$ cat src/rtl/decode_stage_hs.sv
// RV32I decode stage with valid/ready handshake on both sides and a one-entry skid buffer.
// Decoded payloads are registered; flush and reset return the payload to the NOP form.
module decode_stage_hs #(
  parameter int XLEN         = 32,
  parameter int RS_WIDTH     = 5,
  parameter int OPCODE_WIDTH = 7
) (
  input  logic                    clk,
  input  logic                    rst,
  input  logic                    in_valid,
  output logic                    in_ready,
  input  logic [31:0]             in_instr,
  input  logic [XLEN-1:0]         in_pc,
  input  logic                    flush,
  output logic                    out_valid,
  input  logic                    out_ready,
  output logic [OPCODE_WIDTH-1:0] out_opcode,
  output logic [RS_WIDTH-1:0]     out_rs1,
  output logic [RS_WIDTH-1:0]     out_rs2,
  output logic [RS_WIDTH-1:0]     out_rd,
  output logic [2:0]              out_func3,
  output logic [6:0]              out_func7,
  output logic [XLEN-1:0]         out_imm,
  output logic [2:0]              out_fmt,
  output logic                    out_illegal,
  output logic [XLEN-1:0]         out_pc
);

  localparam logic [2:0] FMT_R   = 3'd0;
  localparam logic [2:0] FMT_I   = 3'd1;
  localparam logic [2:0] FMT_S   = 3'd2;
  localparam logic [2:0] FMT_B   = 3'd3;
  localparam logic [2:0] FMT_U   = 3'd4;
  localparam logic [2:0] FMT_J   = 3'd5;
  localparam logic [2:0] FMT_ILL = 3'd7;

  localparam int PW = OPCODE_WIDTH + 3 * RS_WIDTH + 3 + 7 + XLEN + 3 + 1 + XLEN;

  localparam logic [PW-1:0] NOP_PAYLOAD = {
    OPCODE_WIDTH'(7'h13), {3 * RS_WIDTH{1'b0}}, 3'd0, 7'd0,
    {XLEN{1'b0}}, FMT_I, 1'b0, {XLEN{1'b0}}
  };

  logic [2:0]              dec_fmt;
  logic [RS_WIDTH-1:0]     dec_rs1, dec_rs2, dec_rd;
  logic [2:0]              dec_func3;
  logic [6:0]              dec_func7;
  logic [XLEN-1:0]         dec_imm;
  logic [PW-1:0]           dec_payload;

  logic [PW-1:0]           out_q, out_d;
  logic [PW-1:0]           skid_q, skid_d;
  logic                    out_valid_q, out_valid_d;
  logic                    skid_valid_q, skid_valid_d;
  logic                    in_fire;
  logic                    out_free;

  // Opcode classification on instr[6:2]; the low two bits must be 2'b11 for RV32I.
  always_comb begin
    dec_fmt = FMT_ILL;
    if (in_instr[1:0] == 2'b11) begin
      case (in_instr[6:2])
        5'b01100:                                    dec_fmt = FMT_R;
        5'b00100, 5'b00000, 5'b11001, 5'b11100,
        5'b00011:                                    dec_fmt = FMT_I;
        5'b01000:                                    dec_fmt = FMT_S;
        5'b11000:                                    dec_fmt = FMT_B;
        5'b01101, 5'b00101:                          dec_fmt = FMT_U;
        5'b11011:                                    dec_fmt = FMT_J;
        default:                                     dec_fmt = FMT_ILL;
      endcase
    end
  end

  always_comb begin
    dec_rs1   = '0;
    dec_rs2   = '0;
    dec_rd    = '0;
    dec_func3 = '0;
    dec_func7 = '0;
    dec_imm   = '0;
    case (dec_fmt)
      FMT_R: begin
        dec_rs1   = RS_WIDTH'(in_instr[19:15]);
        dec_rs2   = RS_WIDTH'(in_instr[24:20]);
        dec_rd    = RS_WIDTH'(in_instr[11:7]);
        dec_func3 = in_instr[14:12];
        dec_func7 = in_instr[31:25];
      end
      FMT_I: begin
        dec_rs1   = RS_WIDTH'(in_instr[19:15]);
        dec_rd    = RS_WIDTH'(in_instr[11:7]);
        dec_func3 = in_instr[14:12];
        dec_imm   = {{(XLEN-11){in_instr[31]}}, in_instr[30:20]};
      end
      FMT_S: begin
        dec_rs1   = RS_WIDTH'(in_instr[19:15]);
        dec_rs2   = RS_WIDTH'(in_instr[24:20]);
        dec_func3 = in_instr[14:12];
        dec_imm   = {{(XLEN-11){in_instr[31]}}, in_instr[30:25], in_instr[11:7]};
      end
      FMT_B: begin
        dec_rs1   = RS_WIDTH'(in_instr[19:15]);
        dec_rs2   = RS_WIDTH'(in_instr[24:20]);
        dec_func3 = in_instr[14:12];
        dec_imm   = {{(XLEN-12){in_instr[31]}}, in_instr[7], in_instr[30:25],
                     in_instr[11:8], 1'b0};
      end
      FMT_U: begin
        dec_rd    = RS_WIDTH'(in_instr[11:7]);
        dec_imm   = {{(XLEN-31){in_instr[31]}}, in_instr[30:12], 12'd0};
      end
      FMT_J: begin
        dec_rd    = RS_WIDTH'(in_instr[11:7]);
        dec_imm   = {{(XLEN-20){in_instr[31]}}, in_instr[19:12], in_instr[20],
                     in_instr[30:21], 1'b0};
      end
      default: ;
    endcase
  end

  assign dec_payload = {OPCODE_WIDTH'(in_instr[6:0]), dec_rs1, dec_rs2, dec_rd,
                        dec_func3, dec_func7, dec_imm, dec_fmt,
                        (dec_fmt == FMT_ILL), in_pc};

  assign in_ready = !rst && !skid_valid_q && !flush;
  assign in_fire  = in_valid && in_ready;
  assign out_free = !out_valid_q || out_ready;

  // The skid entry always refills the output first, which keeps ordering FIFO.
  always_comb begin
    out_d        = out_q;
    skid_d       = skid_q;
    out_valid_d  = out_valid_q;
    skid_valid_d = skid_valid_q;
    if (flush) begin
      out_d        = NOP_PAYLOAD;
      skid_d       = NOP_PAYLOAD;
      out_valid_d  = 1'b0;
      skid_valid_d = 1'b0;
    end else if (out_free) begin
      if (skid_valid_q) begin
        out_d        = skid_q;
        out_valid_d  = 1'b1;
        skid_valid_d = 1'b0;
      end else if (in_fire) begin
        out_d        = dec_payload;
        out_valid_d  = 1'b1;
      end else begin
        out_valid_d  = 1'b0;
      end
    end else if (in_fire) begin
      skid_d       = dec_payload;
      skid_valid_d = 1'b1;
    end
  end

  always_ff @(posedge clk or posedge rst) begin
    if (rst) begin
      out_q        <= NOP_PAYLOAD;
      skid_q       <= NOP_PAYLOAD;
      out_valid_q  <= 1'b0;
      skid_valid_q <= 1'b0;
    end else begin
      out_q        <= out_d;
      skid_q       <= skid_d;
      out_valid_q  <= out_valid_d;
      skid_valid_q <= skid_valid_d;
    end
  end

  assign out_valid = out_valid_q;
  assign {out_opcode, out_rs1, out_rs2, out_rd, out_func3, out_func7,
          out_imm, out_fmt, out_illegal, out_pc} = out_q;

endmodule

$ cat config.mk
export PLATFORM = sky130hd
export DESIGN_NAME = decode_stage_hs
export DESIGN_NICKNAME = d
export VERILOG_FILES = /design/src/rtl/decode_stage_hs.sv
export SDC_FILE = /design/constraint.sdc
export NUM_CORES = 1
export LEC_CHECK = 0
export CORE_ASPECT_RATIO = 0.9
export CORE_UTILIZATION = 56
export DETAILED_ROUTE_END_ITERATION = 12
export GPL_ROUTABILITY_DRIVEN = 1
export PLACE_DENSITY_LB_ADDON = 0.1
export SYNTH_ARGS = -nofsm -noshare
export SYNTH_HDL_FRONTEND = slang
export SYNTH_SLANG_ARGS = --single-unit
$ cat constraint.sdc
create_clock -name clk -period 11.74 [get_ports clk]
set_input_delay 2.348 -clock clk [delete_from_list [all_inputs] [get_ports clk]]
set_output_delay 2.348 -clock clk [all_outputs]
set_load 0.05 [all_outputs]
==> results of run 1 <==
## worst max path at each step
stage | start | to | slack (ps) | cells after the start
2_1_floorplan | rst | out_q[49] | 3440 | 9
3_3_place_gp | flush | in_ready | 5250 | 4
3_5_place_dp | rst | in_ready | 5170 | 3
4_1_cts | rst | in_ready | 5170 | 3
5_1_grt | flush | in_ready | 5070 | 4
6_report | rst | in_ready | 5160 | 3
## metrics by stage
| step | power (mW) | setup slack [ps] | util, % | cells |
|---|---|---|---|---|
| final | 1.525 | 5163 | 73.66 | 1220 |
| after global routing | 1.576 | 5069 | 73.66 | 1220 |
| after CTS | 1.536 | 5165 | 73.66 | 1220 |
| after detailed placement | 0.8883 | 5170 | 69.30 | 1184 |
| after global placement | 0.8872 | 5253 | 69.30 | 1184 |
| after floorplan | 0.8181 | 3437 | - | 869 |
## report_power, final
part | switching (mW) | internal, mW | leakage (nW) | total (mW)
clock | 0.262 | 0.388 | 0.329 | 0.649
sequential | 0.00730 | 0.709 | 2.77 | 0.716
combinational | 0.106 | 0.0543 | 2.04 | 0.160
## registers in the layout (all words and copies together), names as in the netlist
| signal | cells |
|---|---|
| out_q | 100 |
| skid_valid_q | 1 |
| skid_q | 100 |
| out_valid | 1 |
## cell usage in the layout (no fill, tap or decap), types with 9 or more instances in the layout
master,count
nor2_1,22
clkbuf_16,21
o31ai_1,9
o21ai_0,92
a221o_1,11
clkdlybuf4s50_1,169
dfrtp_1,193
a21o_1,18
nand2_1,176
nand3b_1,59
mux2i_1,39
a22o_1,48
buf_4,11
a21oi_1,39
## routing by layer
metal	share of wire [%]	GRT usage [%]	vias up
li1	-	-	3377
met1	47	42.10	3676
met2	45	44.48	263
met3	5.8	3.965	41
met4	2.3	8.497	0
met5	0	0	-
## kinds of logic (layout without fill, tap and decap cells)
group	Yosys count	in the layout	share of synthesized area (%)
buf+inv	74	223	3.586
compound gates	251	251	18.75
fa+ha+maj	2	2	0.2779
mux	39	39	4.336
simple gates	301	301	16.79
flops	202	202	56.26
## worst reg2reg max path, delay by kind of cell (launching register included)
kind	cells	cell delay (ps)
compound gates	1	240
buf+inv	1	500
flops	1	680
simple gates	4	2060
## area by class of cell
cell class	count	area (sq um)	share of cell area, %
sequential	202	5069	44.25
clock inverter	5	55.05	0.4807
inverter	6	30.03	0.2622
clock buffer	31	623.1	5.440
timing repair buffer	181	1779	15.53
tap	202	252.7	2.207
multi-input combinational	593	3645	31.82
==> run summary, run 1 <==
Post-synth EDFFs: 0
Global-route usage over all layers: 28.63%
Vias in the first global route: 7216
Skew final: 14.29 ps
Syn_nets: 940
Yosys top cell area share: 53.93%
CP Cell Sequence: clkdlybuf4s50_1 > nor3_1 > clkdlybuf4s50_1
Core area: 0.01555 sq mm
Total Routed Length: 23010 um
Seq/Total Area, Yosys: 56.26%
Worst Hold Path EP: out_q[23]
CP required: 9390 ps
Root Driver: clkbuf_16
Initial Utilization: 57.90%
Cell taking the most area after synthesis: dfrtp_1
Clock Tree Buf Depth: 3
Min Tclk post-route: 6577 ps
Post-Synthesis Cells: 869
Syn avg cell area: 10.36 sq um
CP Capture Type: output port
Crit-path leading delay family: buffers and inverters
CTS Buf Count: 20
Worst reg2reg endpoint: skid_q[62]
Worst flop-to-flop path startpoint: skid_valid_q
Max_cap viols: 0
Status: finished clean
CTS resizes: 0
Top-count cell post-synth: dfrtp_1
CTS tree: yes
Setup slack, reg-to-reg: 8200 ps
Synthesized area: 0.009002 sq mm
Initial antenna violation count: 0
Hold-fix buffers, CTS: 0
RSZ-0062 raised after global routing: false
Commonest cells in the synthesized netlist: dfrtp_1, nand2_1, o21ai_0
Cell Rows: 43
Remaining antenna violation count: 0
Fillers: 1123
Peak supply drop: 0.0001049 V
Reg clk slew, reported paths: 60 ps
Hold Slack: 479.0 ps
Synth Register Bits: 202
Detailed placement HPWL: 13930 um
Setup crit start kind: primary input
Final cycle utilization of the critical path: 56.03%
Die X: 135.7 um
CP Data Arrival Time: 4230 ps
Final setup TNS: 0 ps
Worst-Margin Slew: 1274 ps
Cell area after layout: 0.01145 sq mm
Most used cell, CP: clkdlybuf4s50_1
Critical path class: in2out
Starting DRT DRC Count: 612
Vias/cell: 6.030
Main area contributors after synthesis: dfrtp_1, nand2_1, o21ai_0, nand3b_1, a22o_1
Hold Path Cell Cnt: 2
Leak pwr: 5.138 nW
Yosys synthesis warning count: 0
Nets: 1075
Wire per inst: 18.86 um
Largest net degree at the start of global routing: 138
Max Clk Rate: 152.0 MHz
Hold crit path type: reg2reg
N_diodes: 0
Ys async rst share: 100.0%
Max Fanout on Critical Path: 3
First-pass GRT wire length: 37560 um
Die ar.: 0.01659 sq mm
Post-DP Area: 0.01078 sq mm
Buf/Inv on CP: 2
Pwr per Cell Area: 133.2 mW/mm^2
Total setup buffers inserted after CTS: 0
H-tree depth: 1
Crit path largest cell delay: 910 ps
Ports: 171
Top FF cell, synth: dfrtp_1
# setup viols final: 0
GPL Wtd Cong: 0.8235
Global route overflow: 0
Die H: 122.3 um
Final Max Slew Viols: 0
Synth cell types: 50
Clk_lat worst skew: 490 ps
Final hold vios: 0
Vias: 7357
Clock sink count: 202
Slew HR: 14.42%
Layout cells sized above 1: 7.760%
HP Start: out_q[23]
R2R cell count: 6
Remaining DRCs: 0
Area grow syn2layout: 27.23%
Slowest CP cell: clkdlybuf4s50_1
PortBufs: 170
Router iterations before antenna repair: 6
Note: power is estimated with default switching activity, not from simulation.
==> run 2: changes to the inputs <==
--- a/config.mk
+++ b/config.mk
@@ -6,7 +6,7 @@
 export NUM_CORES = 1
 export LEC_CHECK = 0
 export CORE_ASPECT_RATIO = 0.9
-export CORE_UTILIZATION = 56
+export CORE_UTILIZATION = 52
 export DETAILED_ROUTE_END_ITERATION = 12
 export GPL_ROUTABILITY_DRIVEN = 1
 export PLACE_DENSITY_LB_ADDON = 0.1
==> constraint.sdc (replaced) <==
create_clock -name clk -period 6.3 [get_ports clk]
set_input_delay 1.26 -clock clk [delete_from_list [all_inputs] [get_ports clk]]
set_output_delay 1.26 -clock clk [all_outputs]
set_load 0.05 [all_outputs]
==> run 2 against run 1 <==
Critical path depth is the same. Register-to-register slack lost 5000 ps. Critical path type unchanged. Cell count grew 1.1%. Largest power group unchanged. Wire length grew 0.45%. Clock power grew 86%. Die area grew 7.6%. First-iteration DRC count shrank 5.9%.
==> run summary, run 2 (synthesized netlist as in run 1, its figures left out) <==
CTS Buf Count: 21
Core area: 0.01689 sq mm
Switching Power: 0.6964 mW
Total Routed Length: 23110 um
Remaining DRCs: 0
CTS resizes: 0
Final cycle utilization of the critical path: 67.63%
Slew HR: 28.63%
Detailed placement HPWL: 14780 um
Comb pwr share: 10.5%
Max_cap viols: 0
Vias/cell: 5.943
Layout cells sized above 1: 8.113%
H-tree depth: 1
Clock Tree Buf Depth: 3
Final hold vios: 0
Global route overflow: 0
Initial antenna violation count: 0
Max Clk Rate: 234.7 MHz
Die ar.: 0.01784 sq mm
# setup viols final: 0
Cell Rows: 45
Initial Utilization: 53.30%
Largest net degree at the start of global routing: 79
CP Data Arrival Time: 3000 ps
Nets: 1081
Critical path class: in2out
Global-route usage over all layers: 26.96%
Hold crit path type: reg2reg
Pwr per Cell Area: 247.4 mW/mm^2
Router iterations before antenna repair: 5
Vias: 7334
CTS tree: yes
Final Max Slew Viols: 0
R2R cell count: 7
Setup crit start kind: primary input
Vias in the first global route: 7206
CP Capture Type: output port
Post-Layout Cell Count: 1234
Die H: 126.8 um
RSZ-0062 raised after global routing: false
Leak pwr: 5.164 nW
PortBufs: 170
HP Start: out_q[23]
Setup slack, reg-to-reg: 3200 ps
Final setup TNS: 0 ps
Worst reg2reg endpoint: out_q[6]
Worst-Margin Slew: 1071 ps
Remaining antenna violation count: 0
CP required: 5040 ps
Sequential group share of total power: 47.0%
First-pass GRT wire length: 38220 um
Peak supply drop: 0.0001583 V
Starting DRT DRC Count: 576
Worst Hold Path EP: out_q[23]
Most frequent cells in the layout: dfrtp_1, nand2_1, clkdlybuf4s50_1
Hold Path Cell Cnt: 2
Max Fanout on Critical Path: 3
Min Tclk post-route: 4261 ps
Power share of the clock group: 42.5%
Area grow syn2layout: 27.64%
Ports: 171
Most common cell after layout, fill and taps aside: dfrtp_1
Status: finished clean
Placed cell count: 1198
Reg clk slew, reported paths: 60 ps
Skew final: 5.906 ps
Hold-fix buffers, CTS: 0
GPL Wtd Cong: 0.8057
Wire per inst: 18.73 um
N_diodes: 0
Total setup buffers inserted after CTS: 0
P_int: 2.146 mW
Net Sw Frac: 24.50%
Regs by FF count: out_q x100, skid_q x100
Die X: 140.7 um
Clk_lat worst skew: 490 ps
Root Driver: clkbuf_16
Clock sink count: 202
Worst flop-to-flop path startpoint: skid_valid_q
run 2: cell count changes in the layout (fill, tap and decap cells not counted):
cell,delta
nor2_1,+1
clkinvlp_4,-1
inv_8,-1
buf_4,+5
nor2_2,-1
clkinv_2,+2
run 2: stage by stage:
step / worst slack (ps) / utilization (%) / hold slack (ps) / cell area [sq um] / power (mW)
floorplan: 227.8 / - / 462.2 / 9006 / 1.525
global placement: 2055 / 64.04 / 462.7 / 10820 / 1.657
detailed placement: 2029 / 64.04 / 469.6 / 10820 / 1.659
CTS: 2033 / 68.03 / 482.7 / 11490 / 2.865
global route: 1981 / 68.03 / 493.9 / 11490 / 2.940
finish: 2039 / 68.03 / 477.1 / 11490 / 2.843
run 2: routing by layer:
layer,GRT usage (%),vias to the layer above,wire length [um]
met5,0,-,0
met4,7.801,0,587
met3,3.662,44,1381
met2,42.41,280,10810
met1,39.25,3625,10330
li1,-,3385,-
run 2: power by group through the flow:
stage / Sequential, mW / Combinational [mW] / Clock [mW]
after global placement: 1.36 / 0.299 / 0
after global routing: 1.34 / 0.321 / 1.28
after detailed placement: 1.36 / 0.300 / 0
after floorplan: 1.42 / 0.104 / 0
final: 1.34 / 0.299 / 1.21
after CTS: 1.34 / 0.301 / 1.23
run 2: worst max path at each step:
stage / start / end / slack, ps / cells after the start
finish: rst / in_ready / 2040 / 3
floorplan: rst / out_q[49] / 230 / 9
global route: rst / in_ready / 1980 / 3
global placement: rst / in_ready / 2050 / 3
CTS: rst / in_ready / 2030 / 3
detailed placement: rst / in_ready / 2030 / 3
run 2: layout make-up:
type,count,area (sq um)
clock buffers,31,623.1
clock inverters,5,50.05
fillers,1322,5400
inverters,6,26.28
multi-input cells,593,3642
flip-flops and latches,202,5069
well taps,211,264.0
repair buffers,186,1817
run 2: worst max-delay path, cell delays in order:
cell	delay, ps
clkdlybuf4s50_1	460
nor3_1	390
clkdlybuf4s50_1	890
==> run 3: changes to the inputs <==
==> constraint.sdc (replaced) <==
create_clock -name clk -period 4.1 [get_ports clk]
set_input_delay 0.82 -clock clk [delete_from_list [all_inputs] [get_ports clk]]
set_output_delay 0.82 -clock clk [all_outputs]
set_load 0.05 [all_outputs]
==> run 3 against run 2 <==
Sequential cell count unchanged. Clock power increased by 55%. Critical path depth unchanged. Power increased by 54%. Count of clock-buffer cells in the layout increased by 4. Hold slack about the same. Non-clock buffer count increased by 1. Largest power group unchanged. Highest routed layer unchanged.
==> run summary, run 3 (synthesized netlist as in run 1, its figures left out) <==
HP Start: out_q[7]
Clk_lat worst skew: 500 ps
Tot Pwr: 4.390 mW
Router iterations before antenna repair: 5
Detailed placement HPWL: 14300 um
Most common cell after layout, fill and taps aside: dfrtp_1
Global-route usage over all layers: 26.98%
CP Data Arrival Time: 2620 ps
Worst setup path startpoint: rst
Leak pwr: 5.179 nW
Wire length on met1: 10910 um
Hold-fix buffers, CTS: 0
Min Tclk post-route: 3442 ps
Core area: 0.01689 sq mm
CP Capture Type: output port
Fillers: 1360
Final Max Slew Viols: 0
Vias: 7312
Worst flop-to-flop path startpoint: skid_valid_q
PortBufs: 170
Root Driver: clkbuf_16
Remaining DRCs: 0
Max Clk Rate: 290.5 MHz
Initial antenna violation count: 0
Hold Slack: 477.6 ps
Status: finished clean
Critical path class: in2out
Most frequent cells in the layout: dfrtp_1, nand2_1, clkdlybuf4s50_1
Die H: 126.8 um
CTS Buf Count: 22
Met3 routed WL: 1358 um
Initial Utilization: 53.30%
CTS tree: yes
Setup crit start kind: primary input
CTS resizes: 0
Final cycle utilization of the critical path: 83.96%
Area grow syn2layout: 28.31%
Max_cap viols: 0
N_diodes: 0
Reg clk slew, reported paths: 60 ps
H-tree depth: 1
Max layer used: met4
Slew HR: 26.15%
Starting DRT DRC Count: 632
Ports: 171
Skew final: 12.14 ps
First-pass GRT wire length: 38080 um
GPL Wtd Cong: 0.7880
Final Util: 68.39%
Remaining antenna violation count: 0
Max Fanout on Critical Path: 3
Clock sink count: 202
RSZ-0062 raised after global routing: false
Worst-Margin Slew: 1104 ps
CP required: 3280 ps
Total setup buffers inserted after CTS: 0
Hold crit path type: reg2reg
Peak supply drop: 0.0002756 V
Total Routed Length: 23560 um
Pwr per Cell Area: 380.1 mW/mm^2
Nets: 1083
Global route overflow: 0
Layout cells sized above 1: 8.285%
Largest net degree at the start of global routing: 203
Clock Tree Buf Depth: 3
Met2 Wirelength: 10930 um
Wire per inst: 19.04 um
Regs by FF count: out_q x100, skid_q x100
# setup viols final: 0
Die X: 140.7 um
Vias in the first global route: 7165
Die ar.: 0.01784 sq mm
Cell Rows: 45
Vias/cell: 5.911
Final hold vios: 0
-- run 3: cell count changes in the layout (fill, tap and decap cells not counted), moves of 2 or more --
cell	delta
clkbuf_16	+2
o21ai_1	+43
buf_12	+2
clkbuf_1	+3
o21ai_0	-43
-- run 3: layout make-up --
cell class                      count  area [sq um]  area share [%]
Tap cell                          211         264.0           2.286
Clock buffer                       35         670.6           5.806
Sequential cell                   202          5069           43.88
Multi-Input combinational cell    593          3657           31.66
Clock inverter                      3         15.01          0.1300
Inverter                            6         26.28          0.2275
Timing Repair Buffer              187          1849           16.01
-- run 3: path summary, 6_finish.rpt --
| check | end | cells past startpoint | slack [ps] |
|---|---|---|---|
| max | in_ready | 3 | 660 |
| min | out_q[7] | 2 | 480 |
| max reg2reg | skid_q[60] | 4 | 1640 |
| min reg2reg | out_q[7] | 2 | 480 |
| max in group asynchronous | skid_q[28] | 3 | 2180 |
| min in group asynchronous | skid_q[32] | 3 | 1070 |
-- run 3: critical path, stage by stage --
cell	delay, ps
clkdlybuf4s50_1	480
nor3_1	400
clkdlybuf4s50_1	920
-- run 3: per-layer routing --
metal  up-vias  global-route usage (%)
met5         -                       0
met4         0                   6.330
met3        32                   3.813
met2       270                   42.99
met1      3615                   39.28
li1       3395                       -
-- run 3: power breakdown --
group,switching (mW),total (mW),internal [mW]
clock network,0.755,1.87,1.11
logic,0.307,0.471,0.163
registers,0.0202,2.05,2.03
-- run 3: per-stage QoR --
| step | cells | cell area (sq um) | setup TNS, ps | setup WS (ps) |
|---|---|---|---|---|
| final | 1237 | 11550 | 0 | 657.7 |
| after global routing | 1237 | 11550 | 0 | 612.4 |
| after CTS | 1237 | 11550 | 0 | 659.2 |
| after detailed placement | 1199 | 10870 | 0 | 431.8 |
| after global placement | 1199 | 10870 | 0 | 515.8 |
| after floorplan | 869 | 9134 | -122400 | -1429 |
